**config.mk**
```make
export PLATFORM = sky130hd
export DESIGN_NAME = mini_intc
export DESIGN_NICKNAME = d
export VERILOG_FILES = /design/src/rtl/mini_intc.sv
export SDC_FILE = /design/constraint.sdc
export NUM_CORES = 1
export LEC_CHECK = 0
export CAP_MARGIN = 20
export CORE_MARGIN = 5
export CORE_UTILIZATION = 40
export CTS_CLUSTER_SIZE = 10
export DETAILED_ROUTE_END_ITERATION = 8
export GPL_ROUTABILITY_DRIVEN = 0
export MAX_ROUTING_LAYER = met4
export PLACE_DENSITY = 0.71
export SYNTH_ARGS = -nofsm -noshare
export SYNTH_HDL_FRONTEND = slang
export SYNTH_SLANG_ARGS = --single-unit
```
**constraint.sdc**
```tcl
create_clock -name clk -period 1.8 [get_ports clk]
set_input_delay 0.27 -clock clk [delete_from_list [all_inputs] [get_ports clk]]
set_output_delay 0.27 -clock clk [all_outputs]
set_load 0.005 [all_outputs]
```
**src/rtl/mini_intc.sv**
```systemverilog
// Four-source interrupt controller: edge-detected sticky pending bits, per-source mask,
// fixed priority (source 0 highest), single-cycle ack and sticky overflow flags.
module mini_intc #(
    parameter int NUM_SRC = 4
) (
    input  logic       clk,
    input  logic       rst,
    input  logic [3:0] irq_in,
    input  logic       mask_we,
    input  logic [3:0] mask_data,
    input  logic       ack,
    input  logic       ovf_clr,
    output logic       irq_out,
    output logic [1:0] irq_id,
    output logic [3:0] pending,
    output logic [3:0] overflow
);

    logic [3:0] prev_in_r;
    logic [3:0] pending_r;
    logic [3:0] mask_r;
    logic [3:0] overflow_r;
    logic       irq_out_r;
    logic [1:0] irq_id_r;

    logic [3:0] evt_s;
    logic       accept_s;
    logic [3:0] clr_s;
    logic [3:0] ovf_set_s;
    logic [3:0] pending_nxt_s;
    logic [3:0] mask_nxt_s;
    logic [3:0] overflow_nxt_s;
    logic [3:0] active_nxt_s;

    // Lowest set index of v; 0 when v is empty.
    function automatic logic [1:0] prio_id(input logic [3:0] v);
        logic [1:0] id;
        casez (v)
            4'b???1: id = 2'd0;
            4'b??10: id = 2'd1;
            4'b?100: id = 2'd2;
            4'b1000: id = 2'd3;
            default: id = 2'd0;
        endcase
        return id;
    endfunction

    // Next-state for pending, mask and overflow; outputs are registered from this next state
    // so irq_out/irq_id always equal the function of the pending and mask registers.
    always_comb begin
        evt_s          = irq_in & ~prev_in_r;
        accept_s       = ack & irq_out_r;
        clr_s          = 4'b0000;
        if (accept_s) begin
            clr_s = 4'b0001 << irq_id_r;
        end else begin
            clr_s = 4'b0000;
        end
        ovf_set_s      = evt_s & pending_r & ~clr_s;
        pending_nxt_s  = evt_s | (pending_r & ~clr_s);
        if (mask_we) begin
            mask_nxt_s = mask_data;
        end else begin
            mask_nxt_s = mask_r;
        end
        // A new overflow in the same cycle as ovf_clr is kept.
        if (ovf_clr) begin
            overflow_nxt_s = ovf_set_s;
        end else begin
            overflow_nxt_s = overflow_r | ovf_set_s;
        end
        active_nxt_s   = pending_nxt_s & mask_nxt_s;
    end

    // State and output registers; reset discards any event on the reset edge.
    always_ff @(posedge clk) begin
        if (rst) begin
            prev_in_r  <= 4'hF;
            pending_r  <= 4'h0;
            mask_r     <= 4'hF;
            overflow_r <= 4'h0;
            irq_out_r  <= 1'b0;
            irq_id_r   <= 2'd0;
        end else begin
            prev_in_r  <= irq_in;
            pending_r  <= pending_nxt_s;
            mask_r     <= mask_nxt_s;
            overflow_r <= overflow_nxt_s;
            irq_out_r  <= |active_nxt_s;
            irq_id_r   <= prio_id(active_nxt_s);
        end
    end

    assign irq_out  = irq_out_r;
    assign irq_id   = irq_id_r;
    assign pending  = pending_r;
    assign overflow = overflow_r;

endmodule

```
## After elaboration in Yosys (flattened, before gate mapping)

Cells that the tools add are included.

- Flip-flop bits (word level): 19
- Latch bits: 0
- RAM bits: 0
- ROM bits: 0
- Bits of input ports: 13
- Output and inout port bits: 11
- Logic and storage cells: 25
- Memories kept: 0

- $add $sub $neg: 0
- Multiply operators: 0
- Divide/modulo/power cells: 0
- Order comparisons: 0
- Equality and inequality tests: 3
- Shift operators: 1
- Muxes and demuxes: 4
- Bitwise logic cells: 10
- Reduce and logical (&&, ||, !) cells: 1

Operators with widths:

| cell | count |
|---|---|
| $and 4x4->4 | 5 |
| $mux 4 | 3 |
| $not 4->4 | 2 |
| $or 4x4->4 | 2 |
| $pmux 2 s3 | 1 |
| $eq 4x4->1 const B | 1 |
| $reduce_or 4->1 | 1 |
| $shl 1x2->4 const A | 1 |
| $eq 3x3->1 const B | 1 |
| $eq 2x2->1 const B | 1 |
| $and 1x1->1 | 1 |

## Logic depth before layout (Yosys ltp)

Gate-level depths: netlist of run 1.

- Word-level depth: 8
- Gate-level depth with buffers: 4
- Mapped depth without buffers: 4

## Worst setup path after synthesis of run 1

OpenSTA, ideal clock, no wires.

- Path type: register -> register
- From: register irq_id_r[0], in the netlist irq_id[0]
- To: register irq_id_r[0], in the netlist irq_id[0]
- Arrival time: 1,042 ps
- Required time: 1,721 ps
- Slack: 679 ps
- Cell stages (with the launch flop): 5
- Buffers on the path: 0
- Clock period less this slack: 1,121 ps
- Cell sequence: dfxtp_1 -> nand4b_1 -> a21oi_2 -> o211ai_1 -> a211oi_2

- Word-level cells in the longest chain between the ends: 8

RTL lines:

| item | line | source |
|---|---|---|
| start: declaration | 24 | `logic [1:0] irq_id_r;` |
| start signal: assignment | 90 | `irq_id_r <= prio_id(active_nxt_s);` |
| $shl 1x2->4 * | 55 | `clr_s = 4'b0001 << irq_id_r;` |
| $mux 4 * | 54 | `if (accept_s) begin` |
| $not 4->4 * | 60 | `pending_nxt_s = evt_s \| (pending_r & ~clr_s);` |
| $and 4x4->4 * | 60 |  |
| $or 4x4->4 * | 60 |  |
| $and 4x4->4 * | 72 | `active_nxt_s = pending_nxt_s & mask_nxt_s;` |
| $eq 4x4->1, or another cell as far along | 38 | `casez (v)` |
| $pmux 2 s3 * | 38 |  |

Every way passes the cells marked *; elsewhere a longest branch is shown, timed or not.
A chain may end at the register's enable or synchronous reset.

## Worst setup path after layout of run 1

- From: register irq_id_r[1], in the netlist irq_id[1]
- To: output port irq_id[1]

RTL lines:

| item | line | source |
|---|---|---|
| end: declaration | 14 | `output logic [1:0] irq_id,` |

No word-level cell between the ends.

==> results of run 1 <==
==> synthesized netlist by cell type, drive strengths merged <==
| cell | instances | area (um2) |
|---|---|---|
| a21oi | 3 | 18.8 |
| nor2b | 5 | 31.3 |
| inv | 1 | 3.75 |
| nand4b | 2 | 17.5 |
| a32oi | 4 | 35.0 |
| clkbuf | 1 | 3.75 |
| a211oi | 1 | 12.5 |
| dfxtp | 19 | 380 |
| o211ai | 1 | 7.51 |
| a31oi | 1 | 6.26 |
| nor4 | 1 | 12.5 |
| or2b | 2 | 15.0 |
| or2 | 7 | 43.8 |
| buf | 1 | 5.00 |
| o2bb2a | 1 | 20.0 |
| nand2b | 1 | 6.26 |
| nand4 | 1 | 6.26 |
| nor2 | 9 | 33.8 |
| nand4bb | 1 | 11.3 |
| mux2 | 1 | 15.0 |
| mux2i | 3 | 30.0 |
| a21o | 1 | 7.51 |
==> final cells by class <==
class	count	area share [%]
clock buffers	3	2.21
clock inverters	1	0.491
inverters	1	0.369
multi-input cells	45	32.4
flip-flops and latches	19	37.3
well taps	25	3.07
repair buffers	25	24.1
==> tightest hold or removal path, delay by kind of cell (launching register included) <==
kind / cells / cell delay [ns]
AOI/OAI and AO/OA: 1 / 0.05
and+or+nand+nor: 1 / 0.07
DFF: 1 / 0.35
==> state kept, by name, indices dropped and copies added (netlist names) <==
| register | flops |
|---|---|
| pending | 4 |
| overflow | 4 |
| mask_r | 4 |
| irq_id | 2 |
| irq_out | 1 |
| prev_in_r | 4 |
==> metal layers <==
layer,track usage [%],routed length (um)
met1,14.4,674
met2,21.7,762
met3,3.70,69
met4,3.83,0
met5,-,0
==> cells by family (layout without fill, tap and decap cells) <==
group | after synthesis | in the layout | synth area share [%]
AO/OA/AOI/OAI | 12 | 12 | 14.9
multiplexers | 4 | 4 | 6.23
AND/OR/NAND/NOR | 29 | 29 | 24.6
buffers and inverters | 3 | 30 | 1.73
flip-flops | 19 | 19 | 52.6
==> power by group <==
group | internal [mW] | switching [mW] | total [mW]
Combinational | 0.0786 | 0.0478 | 0.126
Clock | 0.0826 | 0.129 | 0.212
Sequential | 0.442 | 0.0140 | 0.456
Total | 0.603 | 0.191 | 0.795
==> worst max-delay path by stage <==
stage / from / to / slack [ns]
final: irq_id[1] / irq_id[1] / 0.29
after global routing: irq_out / irq_out / 0.22
after CTS: irq_id[1] / irq_id[1] / 0.28
after detailed placement: mask_we / irq_id[0] / 0.11
after global placement: mask_we / irq_id[0] / 0.18
after floorplan: irq_id[0] / irq_id[0] / 0.68
==> metrics by stage <==
stage | util [%] | cell area [um2] | hold WS, ns
after floorplan | - | 723 | 0.377
after global placement | 57.4 | 991 | 0.468
after detailed placement | 57.4 | 991 | 0.479
after CTS | 59.0 | 1020 | 0.506
after global routing | 59.0 | 1020 | 0.533
final | 59.0 | 1020 | 0.497
==> results.txt, run 1 <==
die area: 2760 um2
Synth Cell Area: 723 um2
IO buf count: 23
Layout Cells excl Fill: 119
multi-input logic area: 330 um2
CP endpoint kind: output port
Final setup viols: 0
Seq cells post-synth: 19
I/O pin cnt: 24
HP Start: overflow[3]
setup TNS: 0 ns
Startpoint Class: flip-flop
clock sinks: 19
CTS H-tree depth: 1
DRC: 0
area delta synth->final: 40.8%
via count: 585
1st-iter DRT viols: 8
post-cts resize count: 0
hold crit path type: reg -> reg
vias in the first global route: 588
layout cells sized above 1: 18.1%
final critical-path required period: 1.51 ns
Inst Count DP: 115
FF-to-FF path depth: 4
Tcrit/Tclk final: 84.0%
Tot Pwr: 0.795 mW
WHS Path Cells: 2
Max clock buf depth: 2
dpl hpwl: 1180 um
CTS hold repair buffers: 0
Die Y: 52.5 um
Starting Density: 41.9%
CP cell instances: clkdlybuf4s50_1
Max Cap Viol: 0
final WL: 1510 um
end of the worst hold path: overflow[3]
R2R Path Start: irq_id[1]
Fill cells: 164
register area: 380 um2
antenna violations before repair: 0
drt pass-1 iters: 2
Mapped Cells: 67
root buffer cell: clkbuf_4
syn_nets: 80
Final #Nets: 108
largest net degree at the start of global routing: 17
worst-margin pin slew: 0.278 ns
FMAX: 662 MHz
Crit path max-delay family: buffers and inverters
Setup Skew: 0.00420 ns
WS Path Type: reg -> out
count of different cell masters after synthesis: 24
Lkg Pwr: 0.382 nW
grt ovf: 0
Vias per Instance: 4.92
max incr delay on CP: 0.53 ns
pre-CTS setup slack: 0.106 ns
gr usage total: 12.8%
Post-CTS Setup Repair Bufs: 0
max-slew violations: 0
CP max stage cell: clkdlybuf4s50_1
Placeable Area: 1730 um2
commonest non-fill, non-tap cell in the layout: clkdlybuf4s50_1
syn avg cell area: 10.8 um2
CP Data Required Time: 1.53 ns
most frequent cells in the layout: clkdlybuf4s50_1, dfxtp_1, nor2_1
Antenna Violating Nets Remaining: 0
CTS tree: yes
worst path bufs/invs: 1
first-pass GRT wire length: 2510 um
worst reg2reg path endpoint: irq_id[0]
Power per Cell Area: 780 nW/um2
drt wl/cell: 12.7 um
worst vdd ir: 0.510 mV
Reg2Reg Setup Slack: 0.54 ns
Syn. warnings: 0
WP data arrival: 1.24 ns
Fin. Hold Viols: 0
sequential area share after synthesis: 52.6%
CP Depth: 1
n_diodes: 0
RSZ-0062 raised after global routing: false
clock-pin slew on the worst setup and hold paths: 0.11 ns
Num CTS Buffers: 3
Setup WS post-layout: 0.288 ns
std cell rows: 15
Clk Latency, worst-skew pair: 0.29 ns
die width: 52.5 um
Max Fanout on Critical Path: 5
outcome: complete, no violations
Max-Slew Margin vs Limit: 80.9%
(Power assumes the default switching activity.)
==> run 2, diff against run 1 <==
Settings changed: CORE_ASPECT_RATIO set to 1.4, CORE_UTILIZATION 40 to 39, PLACE_DENSITY 0.71 to 0.73.
Clock period 1.8 ns to 1.3 ns, I/O delays scaled along.
==> run 2 against run 1 <==
  * Count of clock-buffer cells in the layout rose by 1
  * Via count grew 8.9%
  * Clock skew down 0.00073 ns
  * Non-clock buffer count increased by 14
  * The flow now finishes with violations (negative setup slack)
  * Combinational power increased by 78%
  * Largest cell class unchanged
  * Highest routed layer is now met4
  * Clock power increased by 38%
==> results.txt, run 2 (same netlist as run 1, synthesis figures left out) <==
Antenna Violating Nets Remaining: 0 (unchanged)
Max Fanout on Critical Path: 3 (-2)
R2R Path Start: irq_id[1]
failing checks: negative setup slack
pre-CTS setup slack: -0.324 ns (-0.430 ns)
Tcrit/Tclk final: 100%
Clk Latency, worst-skew pair: 0.29 ns (about the same)
Placeable Area: 1760 um2 (+1.7%)
Setup Skew: 0.00347 ns (-0.000728 ns)
final WL: 1610 um (+6.6%)
1st-iter DRT viols: 10 (+2)
Int Pwr: 0.877 mW (+45%)
FF-to-FF path depth: 5 (+1)
final critical-path required period: 1.30 ns
vias in the first global route: 640 (+8.8%)
clock sinks: 19 (unchanged)
n_diodes: 0 (unchanged)
max-slew violations: 0 (unchanged)
IO buf count: 23 (unchanged)
Final setup viols: 1 (+1)
Setup WS post-layout: -0.00189 ns (-0.290 ns)
Clk pwr share: 25.5% (-1.2 points)
worst reg2reg path endpoint: irq_id[0]
WHS Path Cells: 2 (unchanged)
sequential share of power: 54.9% (-2.5 points)
first-pass GRT wire length: 2590 um (+3.0%)
Reg2Reg Setup Slack: -0.002 ns (-0.54 ns)
Starting Density: 41.2% (-0.72 points)
antenna violations before repair: 0 (unchanged)
WP data arrival: 1.52 ns (+0.28 ns)
end of the worst hold path: prev_in_r[3]
root buffer cell: clkbuf_4
area delta synth->final: 58.5%
via count: 637 (+8.9%)
Num CTS Buffers: 3 (unchanged)
Max-Slew Margin vs Limit: 83.3% (+2.4 points)
most frequent cells in the layout: buf_4, clkdlybuf4s50_1, dlygate4sd2_1
DRC: 0 (unchanged)
final core utilization: 65.2% (+6.3 points)
Startpoint Class: flip-flop
Lkg Pwr: 0.509 nW (+33%)
WS Path Type: reg -> reg
CP endpoint kind: flip-flop
FMAX: 768 MHz
drt pass-1 iters: 3 (+1)
P_sw: 0.270 mW (+41%)
Max clock buf depth: 2 (unchanged)
layout cells sized above 1: 39.8% (+22 points)
largest net degree at the start of global routing: 20 (+3)
Fill cells: 159 (-3.0%)
CP Data Required Time: 1.52 ns (about the same)
Fin. Hold Viols: 0 (unchanged)
Max Cap Viol: 0 (unchanged)
drt wl/cell: 12.5 um (-0.86%)
combinational share of power: 19.6% (+3.7 points)
Die Y: 61.0 um (+16%)
Final #Nets: 122 (+13%)
clock-pin slew on the worst setup and hold paths: 0.10 ns (about the same)
setup TNS: -0.00189 ns (-0.00189 ns)
CTS tree: yes
outcome: finished with violations
Power per Cell Area: 1000 nW/um2 (+28%)
sw frac: 23.5% (-0.50 points)
hold crit path type: in -> reg
worst-margin pin slew: 0.243 ns (-0.0353 ns)
CTS H-tree depth: 1 (unchanged)
dpl hpwl: 1130 um (-3.9%)
std cell rows: 18 (+3)
gr usage total: 13.3% (+0.58 points)
grt ovf: 0 (unchanged)
RSZ-0062 raised after global routing: true
commonest non-fill, non-tap cell in the layout: buf_4
die area: 2830 um2 (+2.5%)
HP Start: irq_in[3]
Vias per Instance: 4.98 (+1.2%)
worst vdd ir: 0.582 mV (+14%)
die width: 46.4 um (-12%)
I/O pin cnt: 24 (unchanged)
hold_ws: 0.477 ns (-0.0203 ns)
-- run 2: how the worst max path moves through the flow --
stage	from	to	slack, ns	depth (start not counted)
after floorplan	irq_id[0]	irq_id[0]	0.18	4
after global placement	ack	irq_id[0]	-0.26	5
after detailed placement	mask_we	irq_id[0]	-0.32	4
after CTS	irq_id[1]	irq_id[0]	0.005	5
after global routing	irq_id[1]	irq_out	-0.06	5
final	irq_id[1]	irq_id[0]	-0.002	5
-- run 2: power groups by stage --
stage	sequential, mW	clock (mW)	combinational (mW)
2_1_floorplan	0.643	0	0.0835
5_1_grt	0.634	0.336	0.245
3_3_place_gp	0.643	0	0.175
6_report	0.630	0.293	0.224
4_1_cts	0.629	0.307	0.207
3_5_place_dp	0.645	0	0.179
-- run 2: layout make-up --
type / count / area (um2) / area share, %
inverter: 1 / 3.75 / 0.328
multi-input combinational: 45 / 342 / 29.8
clock buffer: 4 / 26.3 / 2.29
sequential: 19 / 393 / 34.3
timing repair buffer: 39 / 357 / 31.1
tap: 20 / 25.0 / 2.18
-- run 2: critical path, cell delays in order, from the launching register on --
cell,delay [ns]
dfxtp_2,0.34
buf_4,0.13
nand4bb_1,0.24
a21oi_2,0.22
nor2_1,0.09
a211oi_2,0.21
-- run 2: repair_timing --
item                                    in CTS  in global routing
endpoints found under the setup margin      12                  3
resized for setup                           23                  3
hold buffers                                 0                  0
buffers inserted                            10                  4
pin swaps                                    1                 11
-- run 2: stage by stage --
stage / total power, mW / instances / instance area [um2]
global placement: 0.818 / 110 / 997
finish: 1.15 / 128 / 1150
floorplan: 0.726 / 67 / 723
CTS: 1.14 / 124 / 1100
global route: 1.21 / 128 / 1150
detailed placement: 0.824 / 110 / 997
-- run 2: routing by layer --
layer  global-route usage, %  routed length (um)  share of wire, %
met1                    14.0                 639                40
met2                    21.9                 839                52
met3                    3.86                 104               6.5
met4                    7.32                  23               1.4
met5                       -                   0                 0
